**src/rtl/spi_master.sv**
```systemverilog
// SPI master with a small CPU register window. A TX write launches one LSB-first
// frame framed by PAD_CLKS idle sclk pulses (ss high) on each side.
module spi_master #(
    parameter int DATA_W   = 32,
    parameter int ADDR_W   = 3,
    parameter int CLK_DIV  = 4,
    parameter int PAD_CLKS = 4
) (
    input  logic              clk,
    input  logic              rst,
    output logic              sclk,
    output logic              ss,
    output logic              mosi,
    input  logic              miso,
    input  logic [DATA_W-1:0] data_in,
    output logic [DATA_W-1:0] data_out,
    input  logic [ADDR_W-1:0] address,
    input  logic              sel,
    input  logic              read,
    input  logic              write
);
    localparam int BIT_W = $clog2(DATA_W + 1);
    localparam int DIV_W = $clog2(CLK_DIV + 1);
    localparam int PAD_W = $clog2(PAD_CLKS + 1);

    localparam logic [BIT_W-1:0] BIT_LAST = BIT_W'(DATA_W);
    localparam logic [DIV_W-1:0] DIV_LAST = DIV_W'(CLK_DIV - 1);
    localparam logic [PAD_W-1:0] PAD_LAST = PAD_W'(PAD_CLKS - 1);

    localparam logic [ADDR_W-1:0] A_READY    = ADDR_W'(0);
    localparam logic [ADDR_W-1:0] A_TX       = ADDR_W'(1);
    localparam logic [ADDR_W-1:0] A_RX       = ADDR_W'(2);
    localparam logic [ADDR_W-1:0] A_VERSION  = ADDR_W'(3);
    localparam logic [ADDR_W-1:0] A_SOFT_RST = ADDR_W'(4);
    localparam logic [ADDR_W-1:0] A_DUMMY    = ADDR_W'(5);

    typedef enum logic [1:0] {IDLE, PRE, XFER, POST} state_t;

    state_t            state;
    state_t            next_state;
    logic [DIV_W-1:0]  div_cnt;
    logic [PAD_W-1:0]  pad_cnt;
    logic [BIT_W-1:0]  bit_cnt;
    logic [DATA_W-1:0] tx_shift;
    logic [DATA_W-1:0] rx_shift;
    logic [DATA_W-1:0] rx_reg;
    logic [DATA_W-1:0] dummy;
    logic              ready;
    logic              busy;

    logic soft_rst;
    logic rst_all;
    logic tx_wr;
    logic rx_rd;
    logic dummy_wr;
    logic tick;
    logic rise;
    logic fall;
    logic done;

    // A soft-reset write behaves exactly like rst on the edge that samples it.
    assign soft_rst = sel & write & (address == A_SOFT_RST);
    assign rst_all  = rst | soft_rst;
    assign tx_wr    = sel & write & (address == A_TX);
    assign rx_rd    = sel & read & (address == A_RX);
    assign dummy_wr = sel & write & (address == A_DUMMY);

    assign tick = (state != IDLE) && (div_cnt == DIV_LAST);
    assign rise = tick & ~sclk;
    assign fall = tick & sclk;
    assign done = (state == POST) && fall && (pad_cnt == PAD_LAST);

    always_ff @(posedge clk) begin
        if (rst_all) begin
            state <= IDLE;
        end else begin
            state <= next_state;
        end
    end

    always_comb begin
        next_state = state;
        case (state)
            IDLE: if (tx_wr) next_state = PRE;
            PRE:  if (fall && (pad_cnt == PAD_LAST)) next_state = XFER;
            XFER: if (fall && (bit_cnt == BIT_LAST)) next_state = POST;
            POST: if (done) next_state = IDLE;
            default: next_state = IDLE;
        endcase
    end

    always_comb begin
        busy = (state != IDLE);
        ss   = (state != XFER);
        mosi = (state == XFER) & tx_shift[0];
    end

    // Pad pulses are counted on falling sclk edges, so each phase ends with sclk low.
    always_ff @(posedge clk) begin
        if (rst_all) begin
            sclk     <= 1'b0;
            div_cnt  <= '0;
            pad_cnt  <= '0;
            bit_cnt  <= '0;
            tx_shift <= '0;
            rx_shift <= '0;
        end else if (state == IDLE) begin
            sclk    <= 1'b0;
            div_cnt <= '0;
            pad_cnt <= '0;
            bit_cnt <= '0;
            if (tx_wr) tx_shift <= data_in;
        end else begin
            div_cnt <= tick ? '0 : div_cnt + DIV_W'(1);
            if (tick) sclk <= ~sclk;
            if (fall && (state != XFER)) begin
                pad_cnt <= (pad_cnt == PAD_LAST) ? '0 : pad_cnt + PAD_W'(1);
            end
            if ((state == XFER) && rise) begin
                rx_shift <= {miso, rx_shift[DATA_W-1:1]};
                bit_cnt  <= bit_cnt + BIT_W'(1);
            end
            if ((state == XFER) && fall && (bit_cnt != BIT_LAST)) begin
                tx_shift <= tx_shift >> 1;
            end
        end
    end

    // Completion setting ready takes priority over a same-cycle RX read-clear.
    always_ff @(posedge clk) begin
        if (rst_all) begin
            rx_reg <= '0;
            ready  <= 1'b0;
            dummy  <= '0;
        end else begin
            if (done) begin
                rx_reg <= rx_shift;
                ready  <= 1'b1;
            end else if (rx_rd) begin
                ready <= 1'b0;
            end
            if (dummy_wr) dummy <= data_in;
        end
    end

    always_comb begin
        data_out = '0;
        case (address)
            A_READY:   data_out = DATA_W'({busy, ready});
            A_RX:      data_out = rx_reg;
            A_VERSION: data_out = DATA_W'(32'h0001_0000);
            A_DUMMY:   data_out = dummy;
            default:   data_out = '0;
        endcase
    end
endmodule

```
**config.mk**
```make
export PLATFORM = sky130hd
export DESIGN_NAME = spi_master
export DESIGN_NICKNAME = d
export VERILOG_FILES = /design/src/rtl/spi_master.sv
export SDC_FILE = /design/constraint.sdc
export NUM_CORES = 1
export LEC_CHECK = 0
export ABC_AREA = 1
export CAP_MARGIN = 40
export CORE_MARGIN = 4
export CORE_UTILIZATION = 55
export DETAILED_ROUTE_END_ITERATION = 10
export PLACE_DENSITY_LB_ADDON = 0.25
export SETUP_SLACK_MARGIN = 0.02
export SLEW_MARGIN = 10
export SYNTH_ARGS = -nofsm -noshare
export SYNTH_HDL_FRONTEND = slang
export SYNTH_SLANG_ARGS = --single-unit
```
**constraint.sdc**
```tcl
create_clock -name clk -period 2.3 [get_ports clk]
set_input_delay 0.23 -clock clk [delete_from_list [all_inputs] [get_ports clk]]
set_output_delay 0.23 -clock clk [all_outputs]
set_load 0.01 [all_outputs]
```
==> results of run 1 <==
==> stage by stage <==
stage	setup TNS (ns)	instance area, sq um	worst slack (ns)	hold WS, ns	power (uW)
after floorplan	0	6000	0.635	0.373	3270
after global placement	0	6830	0.0186	0.407	3530
after detailed placement	-0.270	6830	-0.0513	0.436	3550
after CTS	0	7490	0.0265	0.250	6530
after global routing	0	7500	0.0404	0.271	6770
final	0	7500	0.118	0.267	6520
==> cells in the final DEF (no fill, tap or decap), drive strengths merged <==
cell type	n
nand2	249
nor2	159
dfxtp	144
clkdlybuf4s50	71
a21oi	70
o21ai	68
a22o	29
inv	29
clkbuf	20
buf	18
nand3	15
ha	9
bufinv	5
clkinv	4
xor2	3
clkinvlp	3
dlymetal6s2s	2
dlygate4sd2	2
nor3	2
nand4	1
o21bai	1
xnor2	1
==> how the worst max path moves through the flow <==
stage                               start                        end  slack (ns)
floorplan           state[0]$_SDFFE_PP0P_  tx_shift[10]$_SDFFE_PP0P_        0.64
global placement               address[2]                data_out[9]        0.02
detailed placement             address[2]                data_out[4]       -0.05
CTS                            address[2]                data_out[4]        0.03
global route                   address[1]               data_out[26]        0.04
finish                         address[1]               data_out[30]        0.12
==> area by class of cell <==
cell class	instances	area (sq um)
Clock buffer	20	445
Clock inverter	12	204
Fill cell	845	2970
Inverter	29	109
Multi-Input combinational cell	607	2760
Sequential cell	144	2880
Tap cell	136	170
Timing Repair Buffer	93	921
==> cells by family (layout without fill, tap and decap cells) <==
family / after synthesis / count (layout) / share of synthesized area, %
and+or+nand+nor: 426 / 426 / 27.6
adders and majority gates: 9 / 9 / 1.88
buffers and inverters: 80 / 154 / 6.01
xor gates and xnor gates: 4 / 4 / 0.584
AOI/OAI and AO/OA: 168 / 168 / 15.9
DFF: 144 / 144 / 48.0
==> routing by layer <==
layer / up-vias / track usage [%] / share of wire (%)
li1: 2791 / - / -
met3: 30 / 6.63 / 6.1
met5: - / 0 / 0
met4: 0 / 9.05 / 2.0
met2: 192 / 43.3 / 50
met1: 2679 / 30.0 / 42
==> report_power, final <==
part | internal [uW] | switching [uW]
Combinational | 318 | 627
Clock | 1940 | 1060
Sequential | 2540 | 33.7
==> worst register-to-register path: cells and delay by family, from the launching register on <==
kind	cells	cell delay [ns]
adder cells (fa/ha/maj)	1	0.25
buffers and inverters	3	0.68
flip-flops	1	0.38
AND/OR/NAND/NOR	5	0.67
==> what timing repair did <==
action / 4_1_cts / 5_1_grt
gates resized for setup: 5 / 4
setup endpoints to repair: 20 / 30
pin swaps: 0 / 0
==> results.txt, run 1 <==
The number of distinct library cells after synthesis came out at 27. The kind of launch point of the worst setup path is a primary input. In this design, the critical path's most frequently occurring cell is clkdlybuf4s50_1.

After detailed routing, the number of remaining DRC violations is 0. The kind of cell with the highest combined delay along the critical path is buffers and inverters. Leaving out filler cells and counting taps, the final layout contains 1041. The proportion of synthesized flip-flops having asynchronous set or reset is 0%. In this run the critical register-to-register path is captured at rx_reg[10]$_SDFFE_PP0P_.

Of the post-synthesis cell area, the dominant cell type holds 48.1%. The count of max-cap constraint violations is 0. In this run the mean area of a mapped cell was 7.22 sq um. The layout-stage area growth over the synthesis result is 25.0%.

The buffer and inverter count on the worst path came out at 3. The flow ran to the end, and the final reports show no timing, DRC or antenna violations. The highest fanout seen on the critical path is 9. CTS built an H-tree with a depth of 4.

The worst supply voltage drop on vdd is 0.000455 V. The TritonCTS buffer count is 17. The data arrival time of the critical path came out at 1.95 ns. The achievable clock frequency came out at 458 MHz. The most used flip-flop cell after synthesis is dfxtp_1. In this run the vertical extent of the chip is 112 microns. Dividing total power by cell area gives a power density of 869 nW/um^2. The standard-cell row count came out at 37.

The cell area that synthesis handed to floorplanning was 6000 sq um. The minimum clock period came out at 2.18 ns. The cell type of the slowest stage on the worst timing path is clkdlybuf4s50_1. The Yosys step of the flow raised 0 warnings. The net count reported at finish is 942. The initial antenna violation count came out at 0.

In this run the critical register-to-register path is launched from state[1]$_SDFFE_PP0P_. The total number of vias came out at 5692. The transition time of the tightest slew-check pin came out at 0.564 ns. The die width came out at 112 microns.

The fraction of layout instances using a drive strength above 1 came out at 7.18%. The DRC violation total after the first TritonRoute iteration is 555. Global routing consumed, over all layers together, 25.1% of the routing resources.

The post-synthesis instance total is 831. The length in cells of the worst reg-to-reg path is 9. After detailed routing, the average wire length per cell comes to 15.1 microns. The number of max-slew violations in the final report came to 0. The share of the Yosys chip area taken by registers is 48.1%.

The number of buffers inserted for hold repair after clock tree synthesis came out at 0. The source of the worst hold timing path is miso. Entering global routing, the biggest net connects 66 pins. nand2_1 is the most common cell in the netlist.

The delay of the slowest cell on the worst path is 0.54 ns. The overflow left after global routing is 0. The wire length of the first global-routing pass came out at 25700 microns. In this run, synthesis inferred 0 flip-flops with an integrated enable. The cell count after placement came out at 1009. The portion of the clock cycle consumed by the worst path in the final layout is 94.9%.

The repair_antennas step left the layout with diodes totalling 0. The CTS tree is done. The cell depth of the worst hold path is 3.

The register-to-register setup slack is 0.27 ns. The floorplan step defined a die boundary enclosing 12600 sq um. The number of antenna-violating nets in the routed design came out at 0.

The analysis attributes to cell leakage a power of 0.00299 uW. The worst hold path class is primary input to flip-flop. Routability-driven placement finished with a final weighted congestion of 0.888. The total count of hold-check failures in the final report is 0.

The clock edge transition at the registers on the reported setup and hold paths is 0.06 ns. Clock latency on the worst-skew pair, taken at its later pin, is 0.53 ns. The post-synthesis net count is 881. The number of setup buffers added after CTS is 0. The hold-critical path endpoint is rx_shift[31]$_SDFFE_PP0P_. STA classifies the critical path endpoint as an output pin. The core area came out at 10500 sq um.

The tree is rooted in a clkbuf_8. The critical path runs through a total of 6 cells. The vias per cell is 5.47. The number of setup violations in the final report came out at 0. The pre-antenna-repair detailed-routing pass consisted of 5 iterations. The largest buffer count on any clock path is 2. At the worst endpoint, the required time is 2.07 ns. Once detailed placement completed, the half-perimeter wirelength came to 10500 microns. The effective utilization at floorplan came out at 57.3%. Measured against its own limit, the worst slew margin works out to 62.3%. The biggest area contributor in the post-synthesis netlist is dfxtp_1. The via count of the first global-routing pass is 5374. Setup repair after global routing left no endpoint under its margin. The boundary pin count came out at 76. Yosys attributes the largest share of cell area to dfxtp_1 48%, nand2_1 15%, nor2_1 9.9%. The path type of the worst setup path is primary input to output pin. The count of state elements after synthesis came out at 144. Across the routed clock network, the largest skew measured is 0.00861 ns. The tree built by TritonCTS fans out to 144 sinks. During placement, the flow inserted port buffers numbering 75. Walking the worst path, the cells encountered are clkdlybuf4s50_1, nand2_1, nor2_4, buf_4, a22o_1, clkdlybuf4s50_1. The core utilization of the finished layout is 71.7%. Sorting the synthesized cells by how often they occur yields 246 x nand2_1, 158 x nor2_1, 144 x dfxtp_1.

The total routed wirelength is 15800 microns.
(Power assumes the default switching activity.)
==> run 2: changes to the inputs <==
--- a/config.mk
+++ b/config.mk
@@ -9,8 +9,10 @@
 export CAP_MARGIN = 40
 export CORE_MARGIN = 4
 export CORE_UTILIZATION = 55
+export CTS_CLUSTER_DIAMETER = 80
 export DETAILED_ROUTE_END_ITERATION = 10
 export PLACE_DENSITY_LB_ADDON = 0.25
+export REMOVE_ABC_BUFFERS = 1
 export SETUP_SLACK_MARGIN = 0.02
 export SLEW_MARGIN = 10
 export SYNTH_ARGS = -nofsm -noshare
==> constraint.sdc (replaced) <==
create_clock -name clk -period 2.3 [get_ports clk]
set_input_delay 0.23 -clock clk [delete_from_list [all_inputs] [get_ports clk]]
set_output_delay 0.23 -clock clk [all_outputs]
set_load 0.005 [all_outputs]
==> run 2 against run 1 <==
Net effect: hold slack lost 0.0011 ns; die area did not move; cell count did not move; combinational power rose by 3.4%; maximum frequency shrank 1.9%; first-iteration DRC count shrank 1.4%; final area is 0.85% lower; wire length is 1.1% higher; total power decreased by 5.3%; global-route usage increased by 0.21 points; largest power group unchanged.
==> results.txt, run 2 (synthesis results as in run 1) <==
The achievable clock frequency is 450 MHz (-1.9%). The core area was 10500 sq um (unchanged). The routability congestion estimate came to 0.896 (+0.82%). The net count reported at finish came out at 942 (unchanged). The final total negative setup slack is 0 ns (unchanged). The power per cell area is 831 nW/um^2 (-4.4%). The number of iterations in the first detailed-routing pass is 5 (unchanged). The flow ran to the end, and the final reports show no timing, DRC or antenna violations. The transition time of the tightest slew-check pin is 0.493 ns (-0.0715 ns). The average routed wire per standard cell is 15.3 microns (+1.1%). The DRC violation total after the first TritonRoute iteration came out at 547 (-1.4%). The number of antenna-violating nets in the routed design is 0 (unchanged). The number of buffers inserted for hold repair after clock tree synthesis was 0 (unchanged).

The number of setup violations in the final report is 0 (unchanged). The quantity of I/O buffers inserted on ports came out at 75 (unchanged). The critical path data required time is 2.07 ns (about the same). The DRC violations left is 0 (unchanged). The die width is 112 microns (unchanged).

Counting stages on the worst path, the most repeated cell is clkdlybuf4s50_1. The area of all placed cells without fillers came to 7430 sq um (-0.85%). The portion of the clock cycle consumed by the worst path in the final layout is 96.7% (+1.8 points). The worst clock skew is 0.00862 ns (+0.00000889 ns). The clock edge transition at the registers on the reported setup and hold paths is 0.07 ns (about the same).

The standard-cell row count is 37 (unchanged). The minimum clock period was 2.22 ns (+0.0423 ns). The total number of vias came out at 5742 (+0.88%). The highest fanout seen on the critical path came out at 20 (+11).

The worst setup path is of the primary input to output pin kind. The layout-stage area growth over the synthesis result came out at 23.9%. STA classifies the critical path startpoint as a primary input. TritonCTS built the clock tree. The layout filler cell count is 862 (+2.0%).

The insertion delay of the later-clocked pin in the worst-skew pair is 0.52 ns (about the same). The worst setup path is captured at an output pin. Walking the worst path, the cells encountered are clkdlybuf4s50_1, inv_2, nand2_1, nor2_4, buf_12, a22o_1, clkdlybuf4s50_1. The library cells used most frequently in the layout, excluding fill and tap cells, are 246 x nand2_1, 157 x nor2_1, 142 x dfxtp_1, 74 x clkdlybuf4s50_1, 70 x a21oi_1. The HPWL after detailed placement is 10800 microns (+3.6%). The data arrival time of the critical path is 1.99 ns (+0.04 ns). The startpoint identified for the worst register-to-register timing path is state[0]$_SDFFE_PP0P_. The slowest stage of the critical path belongs to the cell clkdlybuf4s50_1. The effective utilization at floorplan came to 57.3% (unchanged). The total routed wirelength came to 15900 microns (+1.1%).

The boundary pin count is 76 (unchanged). The cell depth of the worst hold path is 3 (unchanged). The fraction of layout instances using a drive strength above 1 came out at 7.40% (+0.22 points).

The number of max-slew violations in the final report is 0 (unchanged). The total count of hold-check failures in the final report came out at 0 (unchanged). The overall routing resource usage is 25.3% (+0.21 points). The worst hold path class is primary input to flip-flop. The post-placement cell area came out at 6840 sq um (about the same). The count of max-cap constraint violations is 0 (unchanged). The delay of the slowest cell on the worst path came out at 0.53 ns (about the same). The pin count of the biggest net entering global routing is 46 (-30%). The cell leakage power was 0.00293 uW (-2.0%). The worst supply voltage drop on vdd came out at 0.000651 V (+43%). The length in cells of the worst reg-to-reg path is 10 (+1).

The initial antenna violation count came out at 0 (unchanged). The floorplan die area came out at 12600 sq um (unchanged). The worst slew slack as a fraction of its limit came to 66.9% (+4.6 points). The hold-critical path endpoint is rx_shift[31]$_SDFFE_PP0P_. The register-to-register setup slack is 0.23 ns (-0.04 ns). The overflow left after global routing came out at 0 (unchanged). In this run the critical register-to-register path is captured at rx_reg[25]$_SDFFE_PP0P_. The TritonCTS buffer count came to 17 (unchanged).

The largest buffer count on any clock path was 2 (unchanged). The total clock sinks came to 144 (unchanged). The vias per cell came out at 5.52 (+0.88%). The floorplan die height is 112 microns (unchanged). The count of H-tree levels built during CTS came out at 4 (unchanged). The most common cell after layout, fill and taps aside is nand2_1. The number of inserted diodes came out at 0 (unchanged). The wire length of the first global-routing pass is 26100 microns (+1.5%). The via count of the first global-routing pass came out at 5439 (+1.2%). The source of the worst hold timing path is miso. The master cell of the clock root buffer is clkbuf_8.
-- run 2: worst max-delay path by stage --
| stage | from | end | slack, ns | depth (start not counted) |
|---|---|---|---|---|
| 2_1_floorplan | state[0]$_SDFFE_PP0P_ | rx_shift[0]$_SDFFE_PP0P_ | -0.76 | 7 |
| 3_3_place_gp | address[2] | data_out[17] | 0.1 | 7 |
| 3_5_place_dp | address[0] | data_out[2] | -0.03 | 6 |
| 4_1_cts | address[2] | data_out[31] | 0.008 | 7 |
| 5_1_grt | address[1] | data_out[27] | -0.04 | 6 |
| 6_report | address[2] | data_out[2] | 0.08 | 7 |
-- run 2: cell type report --
class                           instances  area, sq um  area share, %
Clock buffer                           18          428           5.76
Clock inverter                         14          143           1.92
Inverter                               29          114           1.53
Multi-Input combinational cell        607         2760           37.2
Sequential cell                       144         2890           38.8
Tap cell                              136          170           2.29
Timing Repair Buffer                   93          930           12.5
-- run 2: what timing repair did --
action,CTS,global route
setup buffers,1,0
resized for setup,1,9
gates cloned,0,0
endpoints found under the setup margin,11,40
pin swaps,0,0
-- run 2: per-stage QoR --
step | setup slack (ns) | cells | hold slack, ns | power (uW) | util, %
global placement | 0.0982 | 1008 | 0.407 | 3520 | 65.3
finish | 0.0755 | 1041 | 0.266 | 6170 | 71.0
floorplan | -0.765 | 780 | 0.375 | 3210 | -
CTS | 0.00781 | 1041 | 0.255 | 6160 | 70.9
detailed placement | -0.0295 | 1008 | 0.427 | 3550 | 65.3
global route | -0.0379 | 1041 | 0.269 | 6430 | 71.0
-- run 2: where the power goes --
group          leakage [uW]  switching [uW]  total, uW  internal (uW)
registers           0.00116            31.0       2570           2540
logic               0.00149             643        976            333
clock network      0.000272            1130       2630           1500
total               0.00293            1800       6170           4370
-- run 2: per-layer routing --
metal	wire, microns	up-vias	track usage (%)	share of wire [%]
li1	-	2792	-	-
met1	6740	2720	31.7	42
met2	7980	201	43.7	50
met3	891	29	5.39	5.6
met4	314	0	7.53	2.0
met5	0	-	0	0
-- run 2: worst max-delay path: cells and delay by family --
| kind | cells | cell delay [ns] |
|---|---|---|
| buf+inv | 4 | 1.29 |
| simple gates | 2 | 0.29 |
| compound gates | 1 | 0.17 |
==> run 3: changes to the inputs <==
--- a/config.mk
+++ b/config.mk
@@ -7,8 +7,9 @@
 export LEC_CHECK = 0
 export ABC_AREA = 1
 export CAP_MARGIN = 40
+export CORE_ASPECT_RATIO = 0.8
 export CORE_MARGIN = 4
-export CORE_UTILIZATION = 55
+export CORE_UTILIZATION = 36
 export CTS_CLUSTER_DIAMETER = 80
 export DETAILED_ROUTE_END_ITERATION = 10
 export PLACE_DENSITY_LB_ADDON = 0.25
==> run 3 against run 2 <==
Net effect: clock-buffer cell count stayed put; cell count is 8.0% higher; worst setup slack better by 0.015 ns; wire length is 4.6% higher; first-iteration DRC count is 39% lower; critical path depth is 1 higher; total power is 3.1% higher; register-to-register slack better by 0.11 ns; sequential power hardly changed; utilization is 23 points lower; largest cell class unchanged; highest routed layer unchanged.
==> results.txt, run 3 (synthesis results as in run 1) <==
The flow ran to the end, and the final reports show no timing, DRC or antenna violations. The quantity of I/O buffers inserted on ports is 75 (unchanged). The routability congestion estimate came out at 0.815 (-9.0%).

The count of max-cap constraint violations is 0 (unchanged). The total routed wirelength came out at 16700 microns (+4.6%). The count of H-tree levels built during CTS came out at 4 (unchanged).

The sequential cell area is 2880 sq um (about the same). The total number of vias was 5440 (-5.3%). The combinational group share of total power is 15.7% (about the same).

The highest fanout seen on the critical path came to 14 (-30%). The met1 global-route usage was 24.9% (-6.7 points). The kind of launch point of the worst setup path is a primary input. The master cell of the clock root buffer is clkbuf_16.

The layout filler cell count is 1586 (+84%). The TritonCTS buffer count came out at 17 (unchanged). The internal power consumption is 4620 uW (+5.7%). The worst setup path is of the primary input to output pin kind. The total count of hold-check failures in the final report is 0 (unchanged).

The minimum clock period is 2.21 ns (-0.0154 ns). The worst slew slack as a fraction of its limit came out at 60.5% (-6.5 points). The fraction of layout instances using a drive strength above 1 is 7.81% (+0.41 points). The worst hold path class is primary input to flip-flop. The number of buffers inserted for hold repair after clock tree synthesis is 0 (unchanged).

The total power consumption of the routed design is 6370 uW (+3.1%). The overall routing resource usage is 17.5% (-7.8 points). The number of max-slew violations in the final report is 0 (unchanged). The HPWL after detailed placement is 10900 microns (+0.46%). The transition time of the tightest slew-check pin came out at 0.592 ns (+0.0990 ns).

The average routed wire per standard cell came out at 14.8 microns (-3.2%). The effective utilization at floorplan is 37.4% (-20 points). The power per cell area was 832 nW/um^2 (+0.12%). The initial antenna violation count came out at 0 (unchanged). The number of antenna-violating nets in the routed design is 0 (unchanged). The library cell used most frequently in the layout, excluding fill and tap cells, is nand2_1. The boundary pin count was 76 (unchanged). The core utilization of the finished layout came out at 47.7% (-23 points). The met3 routing resource usage after global routing is 5.63% (+0.24 points).

The number of setup violations in the final report came to 0 (unchanged). The largest buffer count on any clock path came out at 2 (unchanged). The die width was 152 microns (+35%). The part of the total power dissipated in the clock network came out at 43.9% (+1.4 points). TritonCTS built the clock tree. The net count reported at finish is 946 (+0.42%). The total area of multi-input combinational cells is 2770 sq um (+0.18%). The critical path data required time came out at 2.07 ns (about the same). Setup repair after global routing left no endpoint under its margin. The achievable clock frequency is 453 MHz (+0.70%). The switching power as a share of total power came out at 27.5% (-1.7 points). The floorplan die height came out at 123 microns (+9.8%). The met2 usage in global routing came out at 25.9% (-18 points). The worst supply voltage drop on vdd is 0.000527 V (-19%). The worst setup path is captured at an output pin. The number of inserted diodes came out at 0 (unchanged). The number of iterations in the first detailed-routing pass is 5 (unchanged).

The cell depth of the worst hold path is 3 (unchanged). The worst slack at placement came out at 0.00301 ns (+0.0325 ns). The standard-cell row count came to 41 (+11%). The sequential group share of total power came out at 40.4% (-1.3 points). The wire length of the first global-routing pass is 26200 microns (+0.16%). The vias per cell came out at 4.84 (-12%). The core area is 16100 sq um (+53%). The clock edge transition at the registers on the reported setup and hold paths is 0.06 ns (about the same).

The cell leakage power came out at 0.00300 uW (+2.6%). The net switching power of the design came out at 1750 uW (-3.0%). The portion of the clock cycle consumed by the worst path in the final layout came out at 96.0% (-0.67 points).

The library cells used most frequently in the layout, excluding fill and tap cells, are 245 x nand2_1, 157 x nor2_1, 144 x dfxtp_1, 73 x clkdlybuf4s50_1, 70 x a21oi_1. The setup slack after layout is 0.0909 ns (+0.0154 ns). The via count of the first global-routing pass is 4824 (-11%).

After global routing, the most crowded layer is met2. The overflow left after global routing was 0 (unchanged). The DRC violation total after the first TritonRoute iteration came out at 334 (-39%).

The insertion delay of the later-clocked pin in the worst-skew pair is 0.42 ns (-0.10 ns). The total clock sinks is 144 (unchanged). The DRC violations left is 0 (unchanged). The length in cells of the worst reg-to-reg path is 11 (+1). The pin count of the biggest net entering global routing came out at 58 (+26%). The floorplan die area is 18800 sq um (+49%). The data arrival time of the critical path was 1.98 ns (about the same). The worst clock skew came out at 0.00692 ns (-0.00170 ns). The layout-stage area growth over the synthesis result is 27.6%.
run 3: cell types whose count changed in the layout (fill, tap and decap cells not counted), sizes merged:
cell	previous run	this run
clkdlybuf4s50	74	73
clkinvlp	3	1
inv	34	29
clkbuf	18	20
buf	18	20
bufinv	1	3
dlymetal6s2s	1	2
clkinv	5	10
run 3: worst max-delay path, stage by stage:
cell and delay [ns]:
clkdlybuf4s50_1 0.45, inv_2 0.12, nand2_2 0.08, nor2_4 0.14, buf_12 0.14, clkbuf_16 0.18
a22o_1 0.14, clkdlybuf4s50_1 0.49
run 3: worst paths after layout:
| path | start | endpoint | slack, ns |
|---|---|---|---|
| hold / removal | miso | rx_shift[31]$_SDFFE_PP0P_ | 0.38 |
| setup reg to reg | state[0]$_SDFFE_PP0P_ | tx_shift[31]$_SDFFE_PP0P_ | 0.34 |
| setup / recovery | address[2] | data_out[28] | 0.09 |
| hold reg to reg | div_cnt[0]$_SDFF_PP0_ | div_cnt[0]$_SDFF_PP0_ | 0.43 |
run 3: cell type report:
cell class	instances	area share, %
multi-input cells	607	36.2
flip-flops and latches	144	37.6
clock inverters	14	2.12
inverters	29	1.42
repair buffers	97	13.4
clock buffers	18	5.74
well taps	215	3.51
run 3: power by group through the flow:
stage / Combinational, uW / Clock (uW) / Sequential (uW)
floorplan: 593 / 0 / 2620
global placement: 956 / 0 / 2620
detailed placement: 956 / 0 / 2620
CTS: 983 / 2850 / 2570
global route: 1110 / 2990 / 2580
finish: 1000 / 2800 / 2570
run 3: per-layer routing:
layer	wire, microns	share of wire (%)
met5	0	0
met4	162	0.97
met3	855	5.1
met2	7130	43
met1	8510	51
run 3: repair_timing:
action / 4_1_cts / 5_1_grt
gates resized for setup: 0 / 8
buffers inserted: 1 / 2
gates cloned: 0 / 2
endpoints found under the setup margin: 9 / 31
pin swaps: 0 / 1
run 3: through the flow:
stage          cell area [sq um]  instances  hold WS [ns]  setup TNS [ns]
2_1_floorplan               5750        780         0.375          -50.76
3_3_place_gp                6950       1087         0.416               0
3_5_place_dp                6950       1087         0.425               0
4_1_cts                     7560       1120         0.365               0
5_1_grt                     7660       1124         0.391               0
6_report                    7660       1124         0.380               0
